<file path="config.mk">
export PLATFORM = sky130hd
export DESIGN_NAME = bin2bcd_seq
export DESIGN_NICKNAME = d
export VERILOG_FILES = /design/src/rtl/calc_pkg.sv /design/src/rtl/bcd_digit_adj.sv /design/src/rtl/bin2bcd_seq.sv
export SDC_FILE = /design/constraint.sdc
export NUM_CORES = 1
export LEC_CHECK = 0
export ABC_CLOCK_PERIOD_IN_PS = 2000
export BUFFER_PORTS_ARGS = -buffer_cell sky130_fd_sc_hd__buf_2
export CORE_MARGIN = 2
export CORE_UTILIZATION = 23
export DETAILED_ROUTE_END_ITERATION = 8
export GPL_TIMING_DRIVEN = 0
export SYNTH_ARGS = -nofsm -noshare
export SYNTH_HDL_FRONTEND = slang
export SYNTH_SLANG_ARGS = --single-unit
</file>
<file path="constraint.sdc">
create_clock -name clock_i -period 2 [get_ports clock_i]
set_clock_uncertainty 0.1 [all_clocks]
set_input_delay 0.4 -clock clock_i [delete_from_list [all_inputs] [get_ports clock_i]]
set_output_delay 0.4 -clock clock_i [all_outputs]
set_load 0.03 [all_outputs]
</file>
<file path="src/rtl/calc_pkg.sv">
// calc_pkg
// Shared definitions for the calculator datapath slice: the binary-to-BCD
// converter state encoding and the default operand and digit sizes.
// No ports (package).
package calc_pkg;

  // Default operand width of the upstream calculator. Its result is 2*width bits.
  localparam int WIDTH_DEF  = 8;
  // Default number of BCD digits. 10^5 > 2^16, so a 16-bit result always fits.
  localparam int DIGITS_DEF = 5;

  // Converter FSM states. The encoding is fixed so the state register stays
  // compatible with older consumers.
  typedef enum logic [1:0] {
    IDLE  = 2'd0,
    SHIFT = 2'd1,
    DONE  = 2'd2
  } state_t;

endpackage

</file>
<file path="src/rtl/bcd_digit_adj.sv">
// bcd_digit_adj
// One BCD digit of the double-dabble correction step. A digit of 5 or more
// gets 3 added, so that the following left shift carries correctly into the
// next decade.
// Ports:
//   digit     in   4  current BCD digit
//   adjusted  out  4  digit after correction (purely combinational)
module bcd_digit_adj (
  input  logic [3:0] digit,
  output logic [3:0] adjusted
);

  assign adjusted = (digit >= 4'd5) ? digit + 4'd3 : digit;

endmodule

</file>
<file path="src/rtl/bin2bcd_seq.sv">
// bin2bcd_seq
// Sequential binary-to-BCD converter (shift-and-add-3). It takes one bit per
// cycle, so a conversion takes 2*width cycles. The result is held in output
// registers until the consumer acknowledges it.
//
// Build option: define BIN2BCD_SIGN_EN to treat res_i as two's complement.
// The magnitude is converted and sign_o reports a negative input. Without the
// macro, res_i is unsigned and sign_o is tied to 0.
//
// Ports:
//   clock_i  in   1          clock, rising edge
//   reset_i  in   1          asynchronous active-low reset
//   start_i  in   1          conversion request, sampled only while ready_o=1
//   res_i    in   2*width    binary value to convert
//   ack_i    in   1          consumer acknowledge, sampled only while valid_o=1
//   ready_o  out  1          idle, a new request can be accepted
//   valid_o  out  1          bcd_o/sign_o hold a finished result
//   bcd_o    out  4*DIGITS   packed BCD, most significant digit in the top nibble
//   sign_o   out  1          result was negative (signed build only)
//
// state | meaning
// IDLE  | waiting for start_i; ready_o=1
// SHIFT | one adjust+shift per cycle, 2*width cycles
// DONE  | result presented; valid_o=1 until ack_i
module bin2bcd_seq
  import calc_pkg::*;
#(
  parameter int width  = WIDTH_DEF,
  parameter int DIGITS = DIGITS_DEF
) (
  input  logic                  clock_i,
  input  logic                  reset_i,
  input  logic                  start_i,
  input  logic [2*width-1:0]    res_i,
  input  logic                  ack_i,
  output logic                  ready_o,
  output logic                  valid_o,
  output logic [4*DIGITS-1:0]   bcd_o,
  output logic                  sign_o
);

  localparam int NBITS = 2 * width;
  localparam int BCDW  = 4 * DIGITS;
  localparam int CNT_W = $clog2(NBITS + 1);

  state_t             state;
  logic [CNT_W-1:0]   count;
  logic [BCDW-1:0]    work;
  logic [BCDW-1:0]    work_adj;
  logic [NBITS-1:0]   operand;
  logic [NBITS-1:0]   operand_load;

  // Adjusted work digits and the operand shift together as one register.
  // The top bit that leaves the work register is always zero when DIGITS is
  // large enough, so it is simply dropped.
  logic [BCDW+NBITS-1:0] shifted;
  logic [BCDW-1:0]       work_next;
  logic [NBITS-1:0]      operand_next;

  for (genvar g = 0; g < DIGITS; g++) begin : g_adj
    bcd_digit_adj u_adj (
      .digit    (work[4*g +: 4]),
      .adjusted (work_adj[4*g +: 4])
    );
  end

  assign shifted      = {work_adj, operand} << 1;
  assign work_next    = shifted[BCDW+NBITS-1:NBITS];
  assign operand_next = shifted[NBITS-1:0];

  wire last_shift = (state == SHIFT) && (count == CNT_W'(1));

`ifdef BIN2BCD_SIGN_EN
  logic sign_cap;

  // Convert the magnitude. -(most negative) wraps to itself, which is still
  // the correct unsigned magnitude.
  assign operand_load = res_i[NBITS-1] ? (~res_i + 1'b1) : res_i;

  always_ff @(posedge clock_i or negedge reset_i) begin
    if (!reset_i) begin
      sign_cap <= 1'b0;
      sign_o   <= 1'b0;
    end else begin
      if (state == IDLE && start_i)
        sign_cap <= res_i[NBITS-1];
      if (last_shift)
        sign_o <= sign_cap;
    end
  end
`else
  assign operand_load = res_i;
  assign sign_o       = 1'b0;
`endif

  always_ff @(posedge clock_i or negedge reset_i) begin
    if (!reset_i) begin
      state   <= IDLE;
      count   <= '0;
      work    <= '0;
      operand <= '0;
      bcd_o   <= '0;
    end else begin
      case (state)
        IDLE: begin
          if (start_i) begin
            operand <= operand_load;
            work    <= '0;
            count   <= CNT_W'(NBITS);
            state   <= SHIFT;
          end
        end
        SHIFT: begin
          work    <= work_next;
          operand <= operand_next;
          count   <= count - CNT_W'(1);
          if (last_shift) begin
            bcd_o <= work_next;
            state <= DONE;
          end
        end
        DONE: begin
          if (ack_i)
            state <= IDLE;
        end
        default: state <= IDLE;
      endcase
    end
  end

  assign ready_o = (state == IDLE);
  assign valid_o = (state == DONE);

endmodule

</file>
== Word-level counts from Yosys, hierarchy flattened ==
Index checks and enable logic that the tools add are counted.
Word-level totals
  register bits: 63
  bits of input ports: 20
  output and inout port bits: 23
Operators by class
  $add $sub $neg: 6
  magnitude comparators: 5
  equal/unequal tests: 6
  muxes and demuxes: 15
  reductions and logical operators: 6
Operator list (number)
  one-hot mux 20 bit (2 select lines): 1
  one-hot mux 16 bit (2 select lines): 1
  >= comparator 4 x 3 -> 1 bit (second input constant): 5
  two-way mux 20 bit: 1
  adder 4 x 2 -> 4 bit (second input constant): 4
  two-way mux 16 bit: 1
  two-way mux 4 bit: 4
  one-hot mux 5 bit (2 select lines): 1
  two-way mux 2 bit: 3
  != test 2 bit (second input constant): 3
  one-hot mux 2 bit (3 select lines): 1
  equality test 5 x 1 -> 1 bit (second input constant): 1
  two-way mux 5 bit: 1
  subtractor 5 x 1 -> 5 bit (second input constant): 1
  AND reduction 2 bit: 2
  adder 3 x 2 -> 3 bit (second input constant): 1
  two-way mux 3 bit: 1
  AND reduction 3 bit: 1
  equality test 2 x 1 -> 1 bit (second input constant): 1
  equality test 2 bit (second input constant): 1
  logical NOT 2 bit: 1
  nonzero test 2 bit: 1
  logical AND 1 bit: 1

== Logic depth before layout (Yosys ltp) ==
  depth after elaboration: 4
  gate-level depth with buffers: 7

== By module ==
From an unflattened synthesis, not the netlist that was laid out.
Unflattened totals
  cells, all modules: 291
  area, all modules: 3221.8 um^2
Modules (own cells, without submodules)
  bin2bcd_seq: times used 1, cells an instance 211, area each 2715.1 um^2, seq. area each 1576.5 um^2
  bcd_digit_adj: times used 5, cells an instance 16, area each 101.3 um^2, seq. area each 0.0 um^2

== Worst setup path after synthesis ==
OpenSTA, ideal clock, no wires.
  path type: flip-flop to output port
  start point: reg state[1]
  end point: out ready_o
  data arrival time: 1.154 ns
  data required time: 1.500 ns
  setup slack: 0.346 ns
  stages on the path, launching flop included: 4
  buffers on the path: 2
  cells stage by stage: dfrtp_1 -> buf_2 -> buf_1 -> nor2_1
On the way
  cells in the longest elaborated chain, start to end: 1
Ends and longest elaborated chain
  start, declared: RTL line bin2bcd_seq.sv:46  | state_t state;
  start signal, assigned: RTL line bin2bcd_seq.sv:98  | state <= IDLE;
  start signal, assigned: RTL line bin2bcd_seq.sv:110  | state <= SHIFT;
  start signal, assigned: RTL line bin2bcd_seq.sv:119  | state <= DONE;
  logical NOT 2 bit: RTL line bin2bcd_seq.sv:131  | assign ready_o = (state == IDLE);
  end, declared: RTL line bin2bcd_seq.sv:36  | output logic ready_o,
Every way passes these cells.

== Worst setup path in the final report ==
Same ends and word-level chain as after synthesis.

==> impl_metrics.toml <==
[die]
rows = 42
die_x_um = 120
io_pins = 43
start_util = 0.235
core-area_mm2 = 0.0132
die-area_mm2 = 0.0144
chipHeight_um = 120

[grt]
first_global_vias = 2363
gr-usage-met3 = 0.0491
grt_use_met2 = 0.159
grt_pass1_wl_um = 12200
grt.busiest_layer = "met2"
grt_max_degree = 64
grt-ovfl-total = 0
use_met1 = 0.145
antenna_found_initial = 0
gr-usage-all-layers = 0.108

[finish]
finalInstanceArea_mm2 = 0.00385
multi_input_area_mm2 = 0.00140
fin_nets = 396
diodes = 0
area_growth_pct = 24.1
seqCellArea_mm2 = 0.00158
fin_cells = 545
n_fill_cell = 1412
layout-drive-gt1-share = 0.214

[clock_network]
h-tree-depth = 3
numCtsBuffers = 9
clk-insertion-delay-late_ns = 0.34
cts-root-buf = "clkbuf_16"
clk_path_buf_depth = 2
cts.sinks = 63
worst_setup_hold_path_clk_slew_ns = 0.05
holdBufCountCts = 0
cts_tree = "built"
postCtsSetupBuffers = 0

[run]
max_cap_violations = 0

[pwr]
p_comb_frac = 0.397
p_leak_nw = 1.74
peakVddDrop_uv = 607
totalPowerFinal_w = 0.00640
power_frac_clock = 0.253
powerDensity_mw_per_mm2 = 1660
p_int_w = 0.00389
sw_frac_of_total = 0.393
pwr-share-seq = 0.350
p_switching_w = 0.00252

[setup_path]
cp-end-kind = "primary output"
worstSetupStartpointType = "flip-flop"
path_class = "flip-flop to primary output"
cp_max_fo = 10
arrival_ns = 1.41
critPathRequiredTime_ns = 1.50

[synthesis]
synthTopCellsByCount = "dfrtp_1 (63), o21ai_0 (53), nand2_1 (31)"
yosysTopAreaCell = "dfrtp_1"
synthCells = 312
yosysMostFrequentCell = "dfrtp_1"
ys_top_cells_by_area = "dfrtp_1 (51%), o21ai_0 (8.5%), ha_1 (4.8%)"
yosysSeqAreaShare = 0.508
yosys_warnings = 0
syn_area_mm2 = 0.00311
synth_ff_type = "dfrtp_1"
synth_nets = 344
synth-seq-cells = 63
ys_async_sr_fraction = 1.00
yosysUniqueCellTypes = 30
synth_edf_count = 0
avgSynthCellArea_um2 = 9.95
yosysTopAreaCellShare = 0.508

[placed_design]
portBuffers = 41
postPlaceCellArea_mm2 = 0.00353
dp_cells = 529
hpwl_um = 4880
gp_congestion = 0.807

[outcome]
status = "finished, final reports clean"

[routing]
drtIter0Drc = 87
drt-total-wl_um = 7240
drc = 0
first_pass_iters = 4
wl_per_cell_um = 13.3
vias = 2470
avgViaCountPerCell = 4.53
ant_nets = 0

[timing]
min_period_ns = 1.91
finalCritPeriodShare = 0.957
maxSlewViolCount = 0
slew-limit-headroom = 0.466
fmax_ghz = 0.523
finalHoldViolCount = 0
tightestPinTransition_ns = 0.802
finalSetupViolCount = 0

[min_path]
min-delay-path-class = "input port to asynchronous set/reset pin"
[metal layers]
metal,share of wire,vias to the layer above
met5,0,-
met3,0.060,8
li1,-,1200
met1,0.49,1212
met4,0.010,0
met2,0.44,50
[flip-flops by register name (all words and copies together) (netlist names)]
name,cells
state,2
bcd_o,20
count,5
operand,16
work,20
[worst max-delay path: stages, from the launching register on]
cell and delay (ns):
dfrtp_1 0.39, clkbuf_4 0.19, clkbuf_4 0.20, nor2_1 0.10
clkbuf_4 0.20
[cell usage in the layout (no fill, tap or decap), types with 3 or more instances in the layout]
cell type and count:
xnor2_1 6, inv_1 13, mux2_2 10, nand2b_1 8, nand3_1 5, nor3_1 5
dfrtp_1 63, a21oi_1 29, clkbuf_1 8, nor2b_1 17, a22o_1 7, ha_1 12
clkbuf_8 3, clkbuf_16 9, nand2_1 31, clkbuf_4 3, buf_2 42, nor3b_1 9
buf_4 3, a22oi_1 15, o21ai_0 53
[power groups by stage]
| stage | clock [W] | combinational (W) | sequential [W] |
|---|---|---|---|
| after detailed placement | 0 | 0.00257 | 0.00226 |
| after global placement | 0 | 0.00250 | 0.00223 |
| after floorplan | 0 | 0.00158 | 0.00250 |
| final | 0.00162 | 0.00254 | 0.00224 |
| after CTS | 0.00165 | 0.00258 | 0.00224 |
| after global routing | 0.00172 | 0.00291 | 0.00232 |
[stage by stage]
step                utilization  hold WS (ns)  setup WS (ns)  TNS (ns)
finish                    0.292        0.0505         0.0870         0
global route              0.292         0.120       -0.00373  -0.00373
CTS                       0.292        0.0968         0.0298         0
detailed placement        0.268         0.369          0.147         0
global placement          0.268         0.360          0.145         0
floorplan                     -       0.00441          0.346         0
[cell type report]
type / count / area share
flip-flops and latches: 63 / 0.409
multi-input cells: 219 / 0.362
clock buffers: 13 / 0.0701
well taps: 176 / 0.0571
repair buffers: 41 / 0.0545
plain buffers: 17 / 0.0240
inverters: 13 / 0.0127
clock inverters: 3 / 0.0104
[final timing paths]
path | from | slack (ns) | to | cells after the start
max in group asynchronous | reset_i | 1.22 | operand[12] | 1
min in group clock_i | ack_i | 0.16 | state[1] | 2
max | state[1] | 0.09 | ready_o | 4
max reg2reg | work[12] | 0.15 | work[14] | 6
min reg2reg | bcd_o[18] | 0.37 | bcd_o[18] | 2
min | reset_i | 0.05 | bcd_o[10] | 1
[kinds of logic (layout without fill, tap and decap cells)]
group | Yosys count | after routing | share of synthesized area
fa+ha+maj | 12 | 12 | 0.0483
flops | 63 | 63 | 0.508
buf+inv | 30 | 87 | 0.0427
mux | 11 | 11 | 0.0411
xor+xnor | 6 | 6 | 0.0169
simple gates | 83 | 83 | 0.149
other cells | 1 | 1 | 0.00121
compound gates | 106 | 106 | 0.193
[timing repair]
action | CTS | global route
endpoints found under the setup margin | 1 | 4
resized for setup | 1 | 7
pin swaps | 0 | 0
Note: power is estimated with default switching activity, not from simulation.
